$ cat src/rtl/pwm_pkg.sv
// pwm_pkg: shared capture state encoding and default sizing for the PWM capture block
package pwm_pkg;
  typedef enum logic [1:0] {IDLE, WAIT_RISE, MEAS_HIGH, MEAS_LOW} cap_state_e;
  localparam int DEF_CNT_W = 32;
  localparam int DEF_TIMEOUT = 200000;
  localparam logic [DEF_CNT_W-1:0] CNT_MAX = '1;
endpackage

$ cat src/rtl/pwm_capture_if.sv
// pwm_capture_if: control input, PWM pin and measurement results of the capture block
interface pwm_capture_if import pwm_pkg::*; #(parameter int CNT_W = DEF_CNT_W);
  logic en;
  logic pwm_in;
  logic [CNT_W-1:0] ton_meas;
  logic [CNT_W-1:0] tp_meas;
  logic meas_valid;
  logic stuck;
  logic stuck_level;
  modport master (output en, pwm_in, input ton_meas, tp_meas, meas_valid, stuck, stuck_level);
  modport slave (input en, pwm_in, output ton_meas, tp_meas, meas_valid, stuck, stuck_level);
endinterface

$ cat src/rtl/sync_edge.sv
// sync_edge: 2-flop synchronizer plus previous-level flop giving level and edge strobes
module sync_edge (
  input  logic clk,
  input  logic rst_n,
  input  logic i_d,
  output logic o_level,
  output logic o_rise,
  output logic o_fall
);
  logic [2:0] r_s;
  always_ff @(posedge clk or negedge rst_n)
    if (!rst_n) r_s <= '0;
    else r_s <= {r_s[1:0], i_d};
  assign o_level = r_s[1];
  assign o_rise = r_s[1] & ~r_s[2];
  assign o_fall = ~r_s[1] & r_s[2];
endmodule

$ cat src/rtl/pwm_capture.sv
// pwm_capture: measures high time and period of a PWM input in generator Ton/Tp encoding
module pwm_capture import pwm_pkg::*; #(
  parameter int CNT_W = DEF_CNT_W,
  parameter int TIMEOUT = DEF_TIMEOUT
) (
  input logic clk,
  input logic rst_n,
  pwm_capture_if.slave bus
);
  localparam logic [CNT_W-1:0] MAX = '1;
  localparam int IDLE_W = $clog2(TIMEOUT + 1);
  localparam logic [IDLE_W-1:0] TO = IDLE_W'(TIMEOUT);
  cap_state_e r_state, w_state_nxt;
  logic [CNT_W-1:0] r_high, r_per, r_ton, r_tp, w_high_nxt, w_per_nxt;
  logic [IDLE_W-1:0] r_idle, w_idle_nxt;
  logic r_valid, r_stuck, r_slvl, w_pub, w_stuck_nxt, w_slvl_nxt;
  logic w_lvl, w_rise, w_fall, w_edge, w_timeout;
  sync_edge u_sync (.clk(clk), .rst_n(rst_n), .i_d(bus.pwm_in), .o_level(w_lvl), .o_rise(w_rise), .o_fall(w_fall));
  assign w_edge = w_rise | w_fall;
  assign w_timeout = !w_edge && r_idle == TO - 1'b1;
  // idle_cnt parks at TIMEOUT so a dead line raises stuck only once per quiet spell
  always_comb begin
    w_state_nxt = r_state;
    w_high_nxt = r_high;
    w_per_nxt = (r_per == MAX) ? r_per : r_per + 1'b1;
    w_idle_nxt = w_edge ? '0 : (r_idle == TO) ? r_idle : r_idle + 1'b1;
    w_pub = 1'b0;
    w_stuck_nxt = r_stuck;
    w_slvl_nxt = r_slvl;
    case (r_state)
      IDLE: begin
        w_state_nxt = WAIT_RISE;
        w_per_nxt = '0;
        w_idle_nxt = '0;
      end
      WAIT_RISE: ;
      MEAS_HIGH: begin
        w_high_nxt = (w_lvl && r_high != MAX) ? r_high + 1'b1 : r_high;
        w_state_nxt = w_fall ? MEAS_LOW : MEAS_HIGH;
      end
      MEAS_LOW: w_pub = w_rise;
    endcase
    if (r_state != IDLE && w_rise) begin
      w_state_nxt = MEAS_HIGH;
      w_high_nxt = CNT_W'(1);
      w_per_nxt = CNT_W'(1);
      w_stuck_nxt = 1'b0;
    end else if (r_state != IDLE && w_timeout) begin
      w_state_nxt = WAIT_RISE;
      w_stuck_nxt = 1'b1;
      w_slvl_nxt = w_lvl;
    end
    if (!bus.en) begin
      w_state_nxt = IDLE;
      w_high_nxt = '0;
      w_per_nxt = '0;
      w_idle_nxt = '0;
      w_stuck_nxt = 1'b0;
      w_pub = 1'b0;
    end
  end
  always_ff @(posedge clk or negedge rst_n)
    if (!rst_n) begin
      r_state <= IDLE;
      r_high <= '0;
      r_per <= '0;
      r_idle <= '0;
      r_ton <= '0;
      r_tp <= '0;
      r_valid <= 1'b0;
      r_stuck <= 1'b0;
      r_slvl <= 1'b0;
    end else begin
      r_state <= w_state_nxt;
      r_high <= w_high_nxt;
      r_per <= w_per_nxt;
      r_idle <= w_idle_nxt;
      r_valid <= w_pub;
      r_stuck <= w_stuck_nxt;
      r_slvl <= w_slvl_nxt;
      if (w_pub) begin
        r_ton <= r_high;
        r_tp <= r_per - 1'b1;
      end
    end
  assign bus.ton_meas = r_ton;
  assign bus.tp_meas = r_tp;
  assign bus.meas_valid = r_valid;
  assign bus.stuck = r_stuck;
  assign bus.stuck_level = r_slvl;
endmodule

$ cat src/flat_wrapper.sv
// flat-port wrapper written by rule: the top's interface ports become plain ports
module pwm_capture_flat import pwm_pkg::*;
#(
  parameter int CNT_W = DEF_CNT_W,
  parameter int TIMEOUT = DEF_TIMEOUT
)
  (clk, rst_n, bus_en, bus_pwm_in, bus_ton_meas, bus_tp_meas, bus_meas_valid, bus_stuck, bus_stuck_level);
  pwm_capture_if #(.CNT_W(CNT_W)) bus_i ();
  input logic clk;
  input logic rst_n;
  input wire logic [$bits(bus_i.en)-1:0] bus_en;
  input wire logic [$bits(bus_i.pwm_in)-1:0] bus_pwm_in;
  output wire logic [$bits(bus_i.ton_meas)-1:0] bus_ton_meas;
  output wire logic [$bits(bus_i.tp_meas)-1:0] bus_tp_meas;
  output wire logic [$bits(bus_i.meas_valid)-1:0] bus_meas_valid;
  output wire logic [$bits(bus_i.stuck)-1:0] bus_stuck;
  output wire logic [$bits(bus_i.stuck_level)-1:0] bus_stuck_level;
  assign bus_i.en = bus_en;
  assign bus_i.pwm_in = bus_pwm_in;
  assign bus_ton_meas = bus_i.ton_meas;
  assign bus_tp_meas = bus_i.tp_meas;
  assign bus_meas_valid = bus_i.meas_valid;
  assign bus_stuck = bus_i.stuck;
  assign bus_stuck_level = bus_i.stuck_level;
  pwm_capture #(.CNT_W(CNT_W), .TIMEOUT(TIMEOUT)) u_core (.clk(clk), .rst_n(rst_n), .bus(bus_i));
endmodule
$ cat config.mk
export PLATFORM = sky130hd
export DESIGN_NAME = pwm_capture_flat
export DESIGN_NICKNAME = d
export VERILOG_FILES = /design/src/rtl/pwm_pkg.sv /design/src/rtl/pwm_capture_if.sv /design/src/rtl/sync_edge.sv /design/src/rtl/pwm_capture.sv /design/src/flat_wrapper.sv
export SDC_FILE = /design/constraint.sdc
export NUM_CORES = 1
export LEC_CHECK = 0
export BUFFER_PORTS_ARGS = -buffer_cell sky130_fd_sc_hd__buf_2
export CORE_ASPECT_RATIO = 0.8
export CORE_MARGIN = 2
export CORE_UTILIZATION = 62
export DETAILED_ROUTE_END_ITERATION = 8
export PLACE_DENSITY = 0.83
export SLEW_MARGIN = 20
export SYNTH_ARGS = -nofsm -noshare
export SYNTH_HDL_FRONTEND = slang
export SYNTH_SLANG_ARGS = --single-unit
$ cat constraint.sdc
create_clock -name clk -period 4.8 [get_ports clk]
set_input_delay 0.48 -clock clk [delete_from_list [all_inputs] [get_ports clk]]
set_output_delay 0.48 -clock clk [all_outputs]
set_load 0.02 [all_outputs]
==> flow_metrics.env <==
export IMPL_synth_area_leaders="dfrtp_1, nand2_1, o21ai_0, xnor2_1, or3_1"
export IMPL_grt_ovfl_total=0
export IMPL_total_power_mw=3.165
export IMPL_cp_required_ns=5.09
export IMPL_power_share_clock_pct=47.3
export IMPL_setup_tns_ns=0
export IMPL_place_inst=1028
export IMPL_reg2reg_depth=6
export IMPL_post_cts_resized=0
export IMPL_wl_met2_mm=8.288
export IMPL_num_io_pins=71
export IMPL_htreeDepth=4
export IMPL_leakagePower_nw=3.944
export IMPL_design_area_um2=8738
export IMPL_async_flop_share_pct=100.0
export IMPL_syn_nets=865
export IMPL_p_sw_share_pct=24.24
export IMPL_area_growth_pct=13.01
export IMPL_skew_ns=0.008719
export IMPL_clkTransAtPathRegs_ns=0.06
export IMPL_end_kind="flip-flop"
export IMPL_ctsHoldBuffers=0
export IMPL_slew_headroom_pct=30.76
export IMPL_synth_warnings=0
export IMPL_cts_root_buf="clkbuf_16"
export IMPL_wl_met1_mm=7.769
export IMPL_cellPowerDensity_nw_per_um2=362.2
export IMPL_synthCells=854
export IMPL_max_freq_mhz=353.0
export IMPL_syn_cell_area_um2=7732
export IMPL_grt_max_degree=117
export IMPL_grt_usage_pct=28.14
export IMPL_placed_area_um2=8064
export IMPL_ir_drop_uv=263.3
export IMPL_clock_latency_ns=0.43
export IMPL_vias_per_cell=6.173
export IMPL_seq_power_share_pct=43.8
export IMPL_cts_tree="yes"
export IMPL_post_route_min_period_ns=2.833
export IMPL_synth_cell_types=55
export IMPL_combPwrFrac_pct=8.9
export IMPL_cap_viol_max_count=0
export IMPL_min_path_type="input pin to async pin"
export IMPL_dieHeight_um=103.9
export IMPL_drt_first_pass_iters=5
export IMPL_instances_no_fill=1060
export IMPL_timing_final_ws_setup_ns=1.967
export IMPL_ys_seq_area_share_pct=49.84
export IMPL_critPathArrivalTime_ns=3.12
export IMPL_fp_row_count=36
export IMPL_worst_path_max_delay_cell="nor4_4"
export IMPL_numPortBuffers=70
export IMPL_cts_buffer_depth=2
export IMPL_worst_slew_pin_slew_ns=1.037
export IMPL_initialDrtViolationCount=661
export IMPL_wl_mm=17.51
export IMPL_final_cell_mix="nand2_1, dfrtp_1, buf_2"
export IMPL_coreArea_um2=12160
export IMPL_synth_top_cell_area_share_pct=49.84
export IMPL_synth_edf_count=0
export IMPL_final_common_cell="nand2_1"
export IMPL_routed_top_layer="met4"
export IMPL_fin_crit_sh_pct=59.02
export IMPL_met3_length_mm=1.130
export IMPL_die_w_um=128.9
export IMPL_rsz0062_at_grt="false"
export IMPL_cts_inserted_buffers=17
export IMPL_fill_cells=887
export IMPL_timing_rr_end="u_core.r_per[8]"
export IMPL_synth_top_cell_by_area="dfrtp_1"
export IMPL_internal_power_mw=2.398
export IMPL_ys_flop_type="dfrtp_1"
export IMPL_nets=906
export IMPL_synth_area_per_cell_um2=9.054
export IMPL_drive_above_1_share_pct=13.77
export IMPL_maxSlewViolCount=0
export IMPL_rr_startpoint="u_core.r_per[0]"
export IMPL_antenna_left=0
export IMPL_startpoint_type="flip-flop"
export IMPL_cp_max_fo=17
export IMPL_reg2reg_slack_ns=1.97
export IMPL_start_util_pct=63.58
export IMPL_postCtsSetupRepairBufs=0
export IMPL_crit_type="flip-flop to flip-flop"
export IMPL_via_count=6543
export IMPL_wl_per_cell_um=16.52
export IMPL_grt_antenna_before_repair=0
export IMPL_dieArea_um2=13390
export IMPL_cts_sink_count=154
export IMPL_drc=0
export IMPL_gp_congestion=0.8716
export IMPL_p_sw_mw=0.7671
export IMPL_setup_viol=0
export IMPL_antennaDiodeCount=0
export IMPL_grt_pass1_wl_mm=30.13
export IMPL_ys_ff_latch=154
export IMPL_hold_viol=0
export IMPL_dp_hpwl_mm=11.43
export IMPL_max_stage_delay_ns=0.77
export IMPL_first_global_vias=6198
export IMPL_post_place_ws_ns=2.079
export IMPL_path_cells="ha_1 > inv_1 > or4_4 > nor4_4 > nand2b_1 > o41ai_1"
export IMPL_status="complete, no violations"
[worst max-delay path, delay by kind of cell, from the launching register on]
family,cells,cell delay [ns]
adder cells (fa/ha/maj),1,0.26
AND/OR/NAND/NOR,3,1.70
AO/OA/AOI/OAI,1,0.12
flip-flops,1,0.51
buffers and inverters,1,0.10
[kinds of logic (layout without fill, tap and decap cells)]
kind of cell | after synthesis | after routing | synth area share (%)
and+or+nand+nor | 405 | 405 | 27.17
AOI/OAI and AO/OA | 168 | 168 | 12.17
DFF | 154 | 154 | 49.84
buffers and inverters | 70 | 124 | 3.948
xor gates and xnor gates | 46 | 46 | 5.210
adders and majority gates | 7 | 7 | 1.133
muxes | 4 | 4 | 0.5340
[sequential cells by signal (all words and copies together) (netlist names)]
name	flops
u_core.bus.meas_valid	1
u_core.bus.ton_meas	32
u_core.bus.stuck_level	1
u_core.bus.stuck	1
u_core.u_sync.r_s	3
u_core.r_idle	18
u_core.bus.tp_meas	32
u_core.r_state	2
u_core.r_high	32
u_core.r_per	32
[metrics by stage]
stage	hold WS [ns]	util [%]
2_1_floorplan	0.1844	-
3_3_place_gp	0.3349	66.31
3_5_place_dp	0.3413	66.31
4_1_cts	0.1599	71.79
5_1_grt	0.1535	71.85
6_report	0.1381	71.85
[layer usage]
layer,global-route usage [%],vias up
li1,-,3100
met3,5.761,33
met2,43.27,249
met1,40.12,3161
met4,9.705,0
met5,0,-
[how the worst max path moves through the flow]
stage | endpoint | depth (start not counted) | start
finish | u_core.r_per[8] | 6 | u_core.r_per[0]
floorplan | u_core.bus.tp_meas[30] | 7 | u_core.r_per[13]
global placement | u_core.r_per[4] | 6 | u_core.r_per[0]
detailed placement | u_core.r_per[2] | 6 | u_core.r_per[0]
global route | u_core.r_per[8] | 6 | u_core.r_per[0]
CTS | u_core.r_per[8] | 6 | u_core.r_per[0]
[cell usage after synthesis, drive strengths merged, types with 2 or more instances]
master,number
and3,8
o21ai,88
xor2,14
nand2,171
nor2b,2
nand2b,4
inv,20
buf,17
mux2i,3
o211ai,6
o311ai,2
o41ai,3
nor2,43
nand4b,2
dfrtp,154
nor3,20
nor4b,4
o31ai,11
xnor2,32
and4,5
nand4,24
ha,7
a21oi,49
nand3,35
nor4,15
and2,5
o21a,2
clkbuf,33
or3,45
nor3b,2
o31a,2
a21boi,2
or4,15
[power groups by stage]
stage          clock network, mW  logic [mW]  registers (mW)
2_1_floorplan                  0       0.115            1.47
3_3_place_gp                   0       0.278            1.41
3_5_place_dp                   0       0.284            1.41
4_1_cts                     1.51       0.286            1.39
5_1_grt                     1.57       0.316            1.39
6_report                    1.50       0.283            1.39
[area by class of cell]
cell class	count	area (µm²)	share of cell area (%)
Clock buffer	19	452.9	5.183
Timing Repair Buffer	72	374.1	4.281
Clock inverter	13	214.0	2.448
Inverter	20	75.07	0.8591
Multi-Input combinational cell	630	3578	40.95
Sequential cell	154	3854	44.10
Tap cell	152	190.2	2.176
Note: power is estimated with default switching activity, not from simulation.
